File: src/rtl/mdu_pkg.sv
// Shared encodings and types for the iterative multiply/divide unit.
// Latency: none (constants and types only).
// Backpressure: none.
package mdu_pkg;

  localparam int MDU_WIDTH = 32;
  localparam int MDU_ITER  = MDU_WIDTH;

  localparam logic [2:0] OP_NOP   = 3'b000;
  localparam logic [2:0] OP_MULT  = 3'b001;
  localparam logic [2:0] OP_MULTU = 3'b010;
  localparam logic [2:0] OP_DIV   = 3'b011;
  localparam logic [2:0] OP_DIVU  = 3'b100;
  localparam logic [2:0] OP_MTHI  = 3'b101;
  localparam logic [2:0] OP_MTLO  = 3'b110;

  typedef enum logic [1:0] {
    ST_IDLE = 2'd0,
    ST_MUL  = 2'd1,
    ST_DIV  = 2'd2,
    ST_FIX  = 2'd3
  } mdu_state_e;

endpackage

File: src/rtl/mdu_abs.sv
// Conditional two's-complement negate: out = neg ? -in : in.
// Latency: combinational.
// Backpressure: none.
module mdu_abs #(
  parameter int WIDTH = 32
) (
  input  logic [WIDTH-1:0] in_i,
  input  logic             neg_i,
  output logic [WIDTH-1:0] out_o
);

  assign out_o = neg_i ? ((~in_i) + WIDTH'(1)) : in_i;

endmodule

File: src/rtl/mul_div_unit.sv
// Iterative MULT/MULTU/DIV/DIVU with HI/LO registers, plus MTHI/MTLO writes.
// Latency: 33 cycles per mult/div (ITER steps + sign fix); MTHI/MTLO one cycle.
// Backpressure: Busy high while an op runs, Start ignored; Run=0 freezes all state.
// Optional: define MDU_SIGNED_EN for two's-complement MULT/DIV (otherwise they act as MULTU/DIVU).
module mul_div_unit
  import mdu_pkg::*;
#(
  parameter int WIDTH = MDU_WIDTH,
  parameter int ITER  = WIDTH
) (
  input  logic             Clk,
  input  logic             Rst_n,
  input  logic             Run,
  input  logic             Start,
  input  logic [2:0]       Op,
  input  logic [WIDTH-1:0] busA,
  input  logic [WIDTH-1:0] busB,
  output logic             Busy,
  output logic             Done,
  output logic             DivZero,
  output logic [WIDTH-1:0] Hi,
  output logic [WIDTH-1:0] Lo
);

  localparam int            CW       = (ITER > 1) ? $clog2(ITER) : 1;
  localparam logic [CW-1:0] CNT_LAST = CW'(ITER - 1);

  mdu_state_e         state_q, state_d;
  logic [CW-1:0]      cnt_q, cnt_d;
  // Upper half: partial product / remainder. Lower half: multiplier / dividend -> quotient.
  logic [2*WIDTH-1:0] acc_q, acc_d;
  // Multiplicand or divisor magnitude.
  logic [WIDTH-1:0]   b_q, b_d;
  logic               div_q, div_d;
  logic [WIDTH-1:0]   hi_q, hi_d;
  logic [WIDTH-1:0]   lo_q, lo_d;
  logic               done_q, done_d;
  logic               dz_q, dz_d;
  logic               load;

  logic [WIDTH-1:0]   a_mag, b_mag;
  logic [2*WIDTH-1:0] prod_fix;
  logic [WIDTH-1:0]   quo_fix, rem_fix;

`ifdef MDU_SIGNED_EN
  logic sa_q, sb_q;
  logic op_signed;

  assign op_signed = (Op == OP_MULT) || (Op == OP_DIV);

  mdu_abs #(.WIDTH(WIDTH)) u_abs_a (
    .in_i  (busA),
    .neg_i (op_signed & busA[WIDTH-1]),
    .out_o (a_mag)
  );

  mdu_abs #(.WIDTH(WIDTH)) u_abs_b (
    .in_i  (busB),
    .neg_i (op_signed & busB[WIDTH-1]),
    .out_o (b_mag)
  );

  mdu_abs #(.WIDTH(2*WIDTH)) u_fix_prod (
    .in_i  (acc_q),
    .neg_i (sa_q ^ sb_q),
    .out_o (prod_fix)
  );

  mdu_abs #(.WIDTH(WIDTH)) u_fix_quo (
    .in_i  (acc_q[WIDTH-1:0]),
    .neg_i (sa_q ^ sb_q),
    .out_o (quo_fix)
  );

  // Remainder follows the sign of the dividend.
  mdu_abs #(.WIDTH(WIDTH)) u_fix_rem (
    .in_i  (acc_q[2*WIDTH-1:WIDTH]),
    .neg_i (sa_q),
    .out_o (rem_fix)
  );

  // Capture operand signs when a mult/div is accepted.
  always_ff @(posedge Clk) begin
    if (!Rst_n) begin
      sa_q <= 1'b0;
      sb_q <= 1'b0;
    end else if (load) begin
      sa_q <= op_signed & busA[WIDTH-1];
      sb_q <= op_signed & busB[WIDTH-1];
    end
  end
`else
  assign a_mag    = busA;
  assign b_mag    = busB;
  assign prod_fix = acc_q;
  assign quo_fix  = acc_q[WIDTH-1:0];
  assign rem_fix  = acc_q[2*WIDTH-1:WIDTH];
`endif

  // One shift-add step: conditionally add multiplicand to the upper half, then shift right.
  logic [WIDTH:0]     mul_sum;
  logic [2*WIDTH-1:0] mul_next;
  assign mul_sum  = {1'b0, acc_q[2*WIDTH-1:WIDTH]} + {1'b0, (acc_q[0] ? b_q : {WIDTH{1'b0}})};
  assign mul_next = {mul_sum, acc_q[WIDTH-1:1]};

  // One restoring step: shift in next dividend bit, keep the difference if it did not borrow.
  logic [WIDTH:0]     rem_sh;
  logic [WIDTH:0]     div_trial;
  logic [2*WIDTH-1:0] div_next;
  assign rem_sh    = acc_q[2*WIDTH-1:WIDTH-1];
  assign div_trial = rem_sh - {1'b0, b_q};
  assign div_next  = div_trial[WIDTH]
                   ? {rem_sh[WIDTH-1:0], acc_q[WIDTH-2:0], 1'b0}
                   : {div_trial[WIDTH-1:0], acc_q[WIDTH-2:0], 1'b1};

  // Next-state and datapath control; everything holds while Run is low.
  always_comb begin
    state_d = state_q;
    cnt_d   = cnt_q;
    acc_d   = acc_q;
    b_d     = b_q;
    div_d   = div_q;
    hi_d    = hi_q;
    lo_d    = lo_q;
    done_d  = done_q;
    dz_d    = dz_q;
    load    = 1'b0;
    if (Run) begin
      done_d = 1'b0;
      dz_d   = 1'b0;
      case (state_q)
        ST_IDLE: begin
          if (Start) begin
            case (Op)
              OP_MULT, OP_MULTU: begin
                load    = 1'b1;
                div_d   = 1'b0;
                state_d = ST_MUL;
              end
              OP_DIV, OP_DIVU: begin
                if (busB == {WIDTH{1'b0}}) begin
                  done_d = 1'b1;
                  dz_d   = 1'b1;
                end else begin
                  load    = 1'b1;
                  div_d   = 1'b1;
                  state_d = ST_DIV;
                end
              end
              OP_MTHI: hi_d = busA;
              OP_MTLO: lo_d = busA;
              default: ;
            endcase
            if (load) begin
              acc_d = {{WIDTH{1'b0}}, a_mag};
              b_d   = b_mag;
              cnt_d = '0;
            end
          end
        end
        ST_MUL, ST_DIV: begin
          acc_d = (state_q == ST_MUL) ? mul_next : div_next;
          cnt_d = cnt_q + CW'(1);
          if (cnt_q == CNT_LAST) begin
            cnt_d   = '0;
            state_d = ST_FIX;
          end
        end
        ST_FIX: begin
          if (div_q) begin
            lo_d = quo_fix;
            hi_d = rem_fix;
          end else begin
            hi_d = prod_fix[2*WIDTH-1:WIDTH];
            lo_d = prod_fix[WIDTH-1:0];
          end
          done_d  = 1'b1;
          state_d = ST_IDLE;
        end
        default: state_d = ST_IDLE;
      endcase
    end
  end

  // State and datapath registers with synchronous reset.
  always_ff @(posedge Clk) begin
    if (!Rst_n) begin
      state_q <= ST_IDLE;
      cnt_q   <= '0;
      acc_q   <= '0;
      b_q     <= '0;
      div_q   <= 1'b0;
      hi_q    <= '0;
      lo_q    <= '0;
      done_q  <= 1'b0;
      dz_q    <= 1'b0;
    end else begin
      state_q <= state_d;
      cnt_q   <= cnt_d;
      acc_q   <= acc_d;
      b_q     <= b_d;
      div_q   <= div_d;
      hi_q    <= hi_d;
      lo_q    <= lo_d;
      done_q  <= done_d;
      dz_q    <= dz_d;
    end
  end

  assign Busy    = (state_q != ST_IDLE);
  assign Done    = done_q;
  assign DivZero = dz_q;
  assign Hi      = hi_q;
  assign Lo      = lo_q;

endmodule

File: config.mk
export PLATFORM = sky130hd
export DESIGN_NAME = mul_div_unit
export DESIGN_NICKNAME = d
export VERILOG_FILES = /design/src/rtl/mdu_pkg.sv /design/src/rtl/mdu_abs.sv /design/src/rtl/mul_div_unit.sv
export SDC_FILE = /design/constraint.sdc
export NUM_CORES = 1
export LEC_CHECK = 0
export CORE_AREA = 2 2 137 139
export CTS_CLUSTER_DIAMETER = 40
export DETAILED_ROUTE_END_ITERATION = 10
export DIE_AREA = 0 0 139 141
export DONT_BUFFER_PORTS = 1
export GPL_TIMING_DRIVEN = 0
export PLACE_DENSITY = 0.81
export SLEW_MARGIN = 20
export SYNTH_ARGS = -nofsm -noshare
export SYNTH_HDL_FRONTEND = slang
export SYNTH_SLANG_ARGS = --single-unit
File: constraint.sdc
create_clock -name Clk -period 3.6 [get_ports Clk]
set_input_delay 0.72 -clock Clk [delete_from_list [all_inputs] [get_ports Clk]]
set_output_delay 0.72 -clock Clk [all_outputs]
set_load 0.01 [all_outputs]
==> run metrics, run 1 <==
status complete, no violations; leakage power 0.00571 µW; Yosys top cell area share 29.3%; synth-to-layout area growth 10.6%; initial antenna violation count 1; Worst Slack Setup Final 0.0519 ns; Synth async-reset ratio 0%; Worst Path Buf+Inv 4; CP Data Required Time 3.92 ns; RR Endpoint acc_q[35]$_SDFFE_PN0P_; synth unique cells 75; first-pass detailed-route iteration total 8; Mapped Area 0.0116 mm²; DIE HEIGHT 141 µm; FF/Latch Area 0.00339 mm²; power density over the cells 484 mW/mm²; CTS tree built; crit end category flip-flop; # diodes 0; Initial Util 63.3%; max frequency 0.282 GHz; DP Worst Slack -0.784 ns; Critical Path Fanout Max 5; synth top area cells dfxtp_1, ha_1, a21oi_1; net switching power 2350 µW; die area 0.0196 mm²; final net count 1586; CP arrival 3.87 ns; fin. max-slew vios 0; area of the multi-input gates 0.00780 mm²; crit path kind flip-flop to flip-flop; final hold violations 0; post-route setup TNS 0 ns; routed via count 11.2k; gr usage total 35.4%; most frequent cells in the layout dfxtp_1, a21oi_1, nand2_1; core area 0.0183 mm²; register share of total power 33.9%; switching portion of total power 37.9%; VDD IR-drop max 377 µV; CP Capture Point acc_q[35]$_SDFFE_PN0P_; Final setup viols 0; unrepaired setup endpoints after global routing yes; register bit total from synthesis 169; TritonCTS Buffers 17; Non-Filler Instances 1691; clock buffer depth 2; Cells after DPL 1649; sequential area share after synthesis 29.3%; Crit-path slowest cell dfxtp_4; Iteration-0 DRC Markers 1211; H-tree depth 4; share of cells above drive strength 1 6.31%; CP Cell Sequence inv_1 > ha_1 > fa_2 > nand2b_4 > a21oi_4 > o21ai_4 > a2bb2oi_2 > o41ai_4 > buf_4 > a31oi_4 > buf_12 > xnor2_4 > buf_4 > mux2_1 > o21ai_1 > o21ai_1; post-layout min period 3.55 ns; Syn Nets 1557; final antenna-violating net count 0; Worst setup SP type flip-flop; leading area contributor after synthesis dfxtp_1; combinational power share 35.5%; Post-DP HPWL 26500 µm; slowest stage delay, CP 0.38 ns; hold path cells 2; maxcap violations 0; Post-CTS Hold Buffers 0; HP Start busB[9]; Mapped Cells 1415; clock share of power 30.6%; Post-synth EDFFs 0; CP top delay family compound AO/OA/AOI/OAI gates; most common cell after layout, fill and taps aside dfxtp_1; Die W 139 µm; wire length per cell 21.5 µm; total gr overflow 0; R2R depth 16; CTS clock-pin slew for the worst setup and hold paths 0.08 ns; reg2reg setup slack 0.05 ns; final critical-path share of the clock period 98.6%; largest net degree at the start of global routing 20; io pins 138; drt total wl 36300 µm; Hold Path Class primary input to flip-flop; RR Startpoint acc_q[31]$_SDFFE_PN0P_; Int Pwr 3850 µW; residual DRC count 0; worst relative slew slack 25.8%; final hold slack 0.451 ns; first-pass GRT wire length 55800 µm; clk_lat worst skew 0.45 ns; WP depth 16; worst slew pin tran 1.11 ns; IO buf count 0; Vias/cell 6.61; Clock Sinks 169; filler instances 1439; Root Driver clkbuf_16; Crit. Startpoint acc_q[31]$_SDFFE_PN0P_; Setup Skew 0.00961 ns; row cnt 50; vias in the first global route 10.6k; Syn Area/Cell 8.17 µm²; Power, Total 6200 µW; gpl congestion 0.991; most common flop cell mapped by yosys dfxtp_1; YS warnings 0
-- worst min path at each step --
stage	endpoint	slack, ns
after detailed placement	cnt_q[4]$_SDFFE_PN0P_	0.47
after floorplan	cnt_q[4]$_SDFFE_PN0P_	0.45
after global placement	cnt_q[4]$_SDFFE_PN0P_	0.45
after global routing	b_q[8]$_SDFFE_PN0P_	0.46
final	b_q[9]$_SDFFE_PN0P_	0.45
after CTS	b_q[9]$_SDFFE_PN0P_	0.45
-- layout make-up --
class	count	share of cell area, %
multi-input cells	1104	61.0
flip-flops and latches	169	26.5
clock buffers	18	3.35
plain buffers	88	3.07
well taps	234	2.29
inverters	54	1.58
clock inverters	14	1.39
repair buffers	10	0.821
-- cell families (layout without fill, tap and decap cells) --
| logic type | count (synthesis) | count (layout) | share of synthesized area [%] |
|---|---|---|---|
| adders and majority gates | 71 | 71 | 7.81 |
| xor gates and xnor gates | 58 | 58 | 4.46 |
| muxes | 83 | 83 | 7.21 |
| buffers and inverters | 142 | 184 | 4.89 |
| and+or+nand+nor | 450 | 450 | 19.5 |
| AOI/OAI and AO/OA | 442 | 442 | 26.9 |
| DFF | 169 | 169 | 29.3 |
-- per-stage QoR --
step	area (µm²)	utilization [%]
2_1_floorplan	11600	-
3_3_place_gp	11900	64.9
3_5_place_dp	11900	64.9
4_1_cts	12600	68.9
5_1_grt	12800	70.0
6_report	12800	70.0
-- cell usage after synthesis, drive strengths merged (4+ instances only) --
| library cell | count |
|---|---|
| and2 | 41 |
| o21ai | 41 |
| o41ai | 4 |
| o211a | 68 |
| nor4 | 11 |
| a21boi | 7 |
| or3 | 6 |
| a211oi | 38 |
| a22o | 6 |
| o31ai | 7 |
| xnor2 | 39 |
| nand2b | 9 |
| mux2i | 81 |
| a221o | 5 |
| nor2 | 77 |
| nor2b | 106 |
| xor2 | 19 |
| nand4 | 11 |
| o221ai | 15 |
| inv | 54 |
| buf | 16 |
| a21o | 31 |
| o21bai | 8 |
| dfxtp | 169 |
| nand2 | 144 |
| a31oi | 8 |
| a21oi | 165 |
| o21a | 6 |
| and3 | 8 |
| clkbuf | 72 |
| nand3 | 11 |
| nor3 | 13 |
| o211ai | 5 |
| ha | 69 |
-- per-layer routing --
metal  up-vias  global-route usage [%]  part of all wire (%)
li1       5147                       -                     -
met4         0                    16.5                   4.3
met3       123                    8.39                    11
met2       645                    57.7                    46
met5         -                       0                     0
met1      5267                    44.6                    39
-- power by group through the flow --
stage | clock [µW] | sequential (µW) | combinational [µW]
2_1_floorplan | 0 | 2090 | 1400
3_3_place_gp | 0 | 2130 | 1810
3_5_place_dp | 0 | 2140 | 1840
4_1_cts | 1890 | 2090 | 1960
5_1_grt | 1970 | 2110 | 2320
6_report | 1900 | 2100 | 2200
-- sequential cells by signal, summed over array words and instances (netlist names) --
register and cells:
acc_q 64, Hi 32, Lo 32, b_q 32, cnt_q 5, state_q 2
DivZero 1, Done 1
-- what timing repair did --
action | 4_1_cts | 5_1_grt
pin swaps | 2 | 10
buffers inserted | 3 | 6
endpoints found under the setup margin | 33 | 37
cloned | 0 | 1
gates resized for setup | 24 | 31
No activity file was read; power rests on OpenSTA's default activity.
==> run 2, diff against run 1 <==
- CORE_AREA: 2 2 137 139 -> 2 2 163 117
- DIE_AREA: 0 0 139 141 -> 0 0 165 119
==> run metrics, run 2 (synthesized netlist as in run 1, its figures left out) <==
IO buf count 0 (unchanged); crit end category flip-flop; synth-to-layout area growth 10.9%; RR Endpoint acc_q[46]$_SDFFE_PN0P_; die area 0.0196 mm² (+0.18%); HP Start busB[9]; largest net degree at the start of global routing 19 (-5.0%); Initial Util 63.1% (-0.25 points); Critical Path Fanout Max 10 (+5); Iteration-0 DRC Markers 1470 (+21%); CP Capture Point acc_q[46]$_SDFFE_PN0P_; reg2reg setup slack 0.05 ns (about the same); post-layout min period 3.55 ns (+0.00145 ns); max frequency 0.282 GHz (about the same); residual DRC count 0 (unchanged); routed via count 11.3k (+1.0%); first-pass detailed-route iteration total 5 (-3); gpl congestion 1.05 (+5.5%); drt total wl 37700 µm (+3.7%); Post-CTS Hold Buffers 0 (unchanged); Vias/cell 6.64 (+0.35%); leakage power 0.00573 µW (+0.38%); Power, Total 6310 µW (+1.8%); worst relative slew slack 21.4% (-4.3 points); final critical-path share of the clock period 98.6% (about the same); DP Worst Slack -0.821 ns (-0.0365 ns); power density over the cells 492 mW/mm² (+1.6%); Crit. Startpoint acc_q[31]$_SDFFE_PN0P_; worst slew pin tran 1.17 ns (+0.0646 ns); TritonCTS Buffers 17 (unchanged); Worst Slack Setup Final 0.0504 ns (-0.00145 ns); max reg flops 64 (unchanged); final net count 1588 (+0.13%); DIE HEIGHT 119 µm (-16%); initial antenna violation count 1 (unchanged); Setup Skew 0.0115 ns (+0.00188 ns); area of the multi-input gates 0.00779 mm² (-0.11%); CP arrival 3.83 ns (-0.04 ns); Top reg by flops acc_q; Root Driver clkbuf_16; final antenna-violating net count 0 (unchanged); Final setup viols 0 (unchanged); CTS clock-pin slew for the worst setup and hold paths 0.08 ns (about the same); filler instances 1481 (+2.9%); first-pass GRT wire length 56700 µm (+1.5%); row cnt 42 (-16%); core area 0.0183 mm² (+0.40%); most frequent cells in the layout dfxtp_1, a21oi_1, nand2_1; crit path kind flip-flop to flip-flop; CP Data Required Time 3.88 ns (-0.04 ns); total gr overflow 0 (unchanged); share of cells above drive strength 1 6.51% (+0.20 points); FF/Latch Area 0.00339 mm² (unchanged); RR Startpoint acc_q[31]$_SDFFE_PN0P_; status complete, no violations; Die W 165 µm (+19%); Hold Path Class primary input to flip-flop; R2R depth 15 (-1); wire length per cell 22.1 µm (+3.1%); Worst setup SP type flip-flop; gr usage total 37.0% (+1.5 points); final hold violations 0 (unchanged); H-tree depth 4 (unchanged); vias in the first global route 10.5k (-1.6%); most common cell after layout, fill and taps aside dfxtp_1; clk_lat worst skew 0.44 ns (about the same); CTS tree built; Post-DP HPWL 27800 µm (+4.7%); fin. max-slew vios 0 (unchanged); clock buffer depth 2 (unchanged); Clock Sinks 169 (unchanged); VDD IR-drop max 309 µV (-18%); maxcap violations 0 (unchanged); io pins 138 (unchanged)
[run 2: cell types whose count changed in the layout (fill, tap and decap cells not counted), moves of 2 or more]
cell / change
clkinv_8: -3
buf_6: +2
clkbuf_1: -2
clkinv_4: +2
nor4_1: -2
nor4_2: +2
[run 2: cell type report]
cell class / instances / share of cell area [%]
Sequential cell: 169 / 26.5
Inverter: 54 / 1.58
Tap cell: 242 / 2.36
Timing Repair Buffer: 13 / 0.956
Multi-Input combinational cell: 1104 / 60.8
Buffer: 87 / 3.11
Clock buffer: 17 / 3.32
Clock inverter: 15 / 1.41
Antenna cell: 1 / 0.0195
[run 2: report_power, final]
part / internal, µW / switching (µW)
sequential: 1970 / 131
combinational: 931 / 1340
clock: 998 / 930
[run 2: layer usage]
| metal | vias up | global-route usage (%) | routed length (µm) |
|---|---|---|---|
| met3 | 95 | 11.0 | 4820 |
| met4 | 0 | 12.5 | 1250 |
| met1 | 5303 | 51.9 | 15800 |
| li1 | 5163 | - | - |
| met5 | - | 0 | 0 |
| met2 | 733 | 53.9 | 15800 |
[run 2: repair_timing]
action,in CTS,in global routing
hold endpoints to repair,0,0
cloned,0,1
setup endpoints to repair,33,66
gates resized for setup,26,32
pin swaps,2,13
buffers inserted,4,8
[run 2: worst max-delay path, stage by stage (launching register included)]
cell and delay, ns:
dfxtp_4 0.38, inv_1 0.05, ha_1 0.23, fa_1 0.40
nand2b_4 0.19, a21oi_4 0.20, o21ai_4 0.11, a2bb2oi_4 0.18
o41ai_4 0.21, buf_4 0.19, a31oi_4 0.15, xnor2_4 0.29
buf_12 0.19, buf_6 0.18, mux2i_1 0.28, o221ai_1 0.16
[run 2: worst min path at each step]
stage                             to  cells after the start
2_1_floorplan  cnt_q[4]$_SDFFE_PN0P_                      2
3_3_place_gp   cnt_q[4]$_SDFFE_PN0P_                      2
3_5_place_dp   cnt_q[4]$_SDFFE_PN0P_                      2
4_1_cts         b_q[10]$_SDFFE_PN0P_                      2
5_1_grt         b_q[10]$_SDFFE_PN0P_                      2
6_report         b_q[9]$_SDFFE_PN0P_                      2
[run 2: stage by stage]
| stage | std cells | instance area [µm²] | utilization (%) | setup TNS, ns | hold WS [ns] |
|---|---|---|---|---|---|
| final | 1702 | 12800 | 69.9 | 0 | 0.448 |
| after global routing | 1701 | 12800 | 69.9 | -0.0525 | 0.455 |
| after CTS | 1693 | 12600 | 68.7 | -0.0140 | 0.447 |
| after detailed placement | 1657 | 11900 | 64.7 | -27.01 | 0.476 |
| after global placement | 1657 | 11900 | 64.7 | -23.77 | 0.457 |
| after floorplan | 1415 | 11600 | - | 0 | 0.445 |
==> run 3, diff against run 2 <==
- CORE_AREA: 2 2 163 117 -> 2 2 162 116
- CTS_BUF_LIST: unset -> sky130_fd_sc_hd__clkbuf_4 sky130_fd_sc_hd__clkbuf_8
- DIE_AREA: 0 0 165 119 -> 0 0 164 118
- PLACE_DENSITY: 0.81 -> 0.82
==> run metrics, run 3 (synthesized netlist as in run 1, its figures left out) <==
Clock Sinks 169 (unchanged); fin. max-slew vios 0 (unchanged); met3 WL 4730 µm (-2.0%); largest net degree at the start of global routing 20 (+1); max reg flops 64 (unchanged); Initial Util 65.0% (+1.9 points); routed via count 11.3k (+0.14%); io pins 138 (unchanged); Setup Skew 0.0162 ns (+0.00475 ns); Hold Path Class primary input to flip-flop; Critical Path Fanout Max 5 (-5); CTS tree built; power density over the cells 453 mW/mm² (-7.8%); wire length per cell 21.6 µm (-2.6%); share of cells above drive strength 1 6.99% (+0.48 points); Root Driver clkbuf_8; final net count 1588 (unchanged); initial antenna violation count 2 (+1); CP arrival 3.92 ns (+0.09 ns); met1 WL 15600 µm (-1.3%); residual DRC count 0 (unchanged); H-tree depth 4 (unchanged); Final setup viols 0 (unchanged); synth-to-layout area growth 9.41%; maxcap violations 0 (unchanged); vias in the first global route 10.3k (-1.0%); final critical-path share of the clock period 97.8% (-0.80 points); most frequent cells in the layout dfxtp_1, a21oi_1, nand2_1; core area 0.0178 mm² (-2.9%); DIE HEIGHT 118 µm (-0.84%); IO buf count 0 (unchanged); Die W 164 µm (-0.61%); worst slew pin tran 1.11 ns (-0.0553 ns); Vias/cell 6.66 (+0.44%); max frequency 0.284 GHz (+0.82%); final hold violations 0 (unchanged); gpl congestion 0.958 (-8.4%); CP Data Required Time 4.00 ns (+0.12 ns); Post-CTS Hold Buffers 0 (unchanged); Non-Filler Instances 1697 (-0.29%); met2 routed WL 15100 µm (-4.6%); CTS clock-pin slew for the worst setup and hold paths 0.11 ns (+0.03 ns); drt total wl 36600 µm (-2.9%); gr usage total 36.6% (-0.36 points); Post-DP HPWL 27800 µm (about the same); most common cell after layout, fill and taps aside dfxtp_1; worst relative slew slack 25.1% (+3.7 points); Cells after DPL 1651 (-0.36%); Iteration-0 DRC Markers 1521 (+3.5%); post-layout min period 3.52 ns (-0.0288 ns); clock buffer depth 2 (unchanged); total gr overflow 0 (unchanged); leakage power 0.00563 µW (-1.8%); clk_lat worst skew 0.49 ns (+0.05 ns); first-pass GRT wire length 55600 µm (-1.9%); VDD IR-drop max 292 µV (-5.3%); crit path kind flip-flop to flip-flop; unrepaired setup endpoints after global routing yes; first-pass detailed-route iteration total 6 (+1); final antenna-violating net count 0 (unchanged); row cnt 41 (-2.4%); Power, Total 5740 µW (-9.0%); die area 0.0194 mm² (-1.4%); TritonCTS Buffers 17 (unchanged); Top reg by flops acc_q; status complete, no violations; Worst setup SP type flip-flop; filler instances 1410 (-4.8%); crit end category flip-flop; top sig layer met5
## run 3: where the power goes
| part | switching, µW | leakage (µW) | internal (µW) |
|---|---|---|---|
| Clock | 884 | 0.000206 | 530 |
| Sequential | 129 | 0.00137 | 1970 |
| Combinational | 1300 | 0.00405 | 922 |
| Total | 2310 | 0.00563 | 3420 |
## run 3: worst max-delay path: stages, from the launching register on
cell	delay [ns]
dfxtp_1	0.36
inv_1	0.06
ha_1	0.35
a21o_1	0.20
or3_1	0.36
o21ai_4	0.25
a2bb2oi_4	0.24
o41ai_4	0.08
buf_4	0.18
a31oi_4	0.35
xnor2_4	0.20
buf_4	0.17
mux2_1	0.32
a221o_1	0.31
## run 3: routing by layer
layer	up-vias	GRT usage, %
met5	-	0
met4	2	13.7
met3	90	8.03
met2	749	51.7
met1	5291	53.9
li1	5178	-
## run 3: cell type report
type	instances	area (µm²)	area share [%]
antenna	2	5.00	0.0396
clock buffer	17	234	1.85
buffer	88	382	3.02
tap	236	295	2.33
timing repair buffer	12	120	0.949
multi-input combinational	1104	7840	62.0
clock inverter	15	178	1.40
sequential	169	3390	26.8
inverter	54	203	1.60
## run 3: worst paths after layout
kind,cells past startpoint,from,endpoint,slack (ns)
setup / recovery,13,b_q[5]$_SDFFE_PN0P_,acc_q[57]$_SDFFE_PN0P_,0.08
hold / removal,2,busB[18],b_q[18]$_SDFFE_PN0P_,0.40
hold reg to reg,2,cnt_q[4]$_SDFFE_PN0P_,cnt_q[4]$_SDFFE_PN0P_,0.50
setup reg to reg,13,b_q[5]$_SDFFE_PN0P_,acc_q[57]$_SDFFE_PN0P_,0.08
## run 3: timing repair
action / 4_1_cts / 5_1_grt
pin swaps: 5 / 9
resized for setup: 25 / 36
setup buffers: 4 / 7
cloned: 0 / 1
endpoints found under the setup margin: 33 / 48
## run 3: through the flow
step / util (%) / hold slack, ns / TNS (ns) / setup slack, ns / area (µm²)
floorplan: - / 0.445 / 0 / 0.281 / 11600
global placement: 66.6 / 0.454 / -30.06 / -0.682 / 11900
detailed placement: 66.6 / 0.472 / -28.85 / -0.713 / 11900
CTS: 69.7 / 0.392 / 0 / 0.0273 / 12400
global route: 71.0 / 0.407 / -0.0384 / -0.0321 / 12600
finish: 71.1 / 0.396 / 0 / 0.0792 / 12700
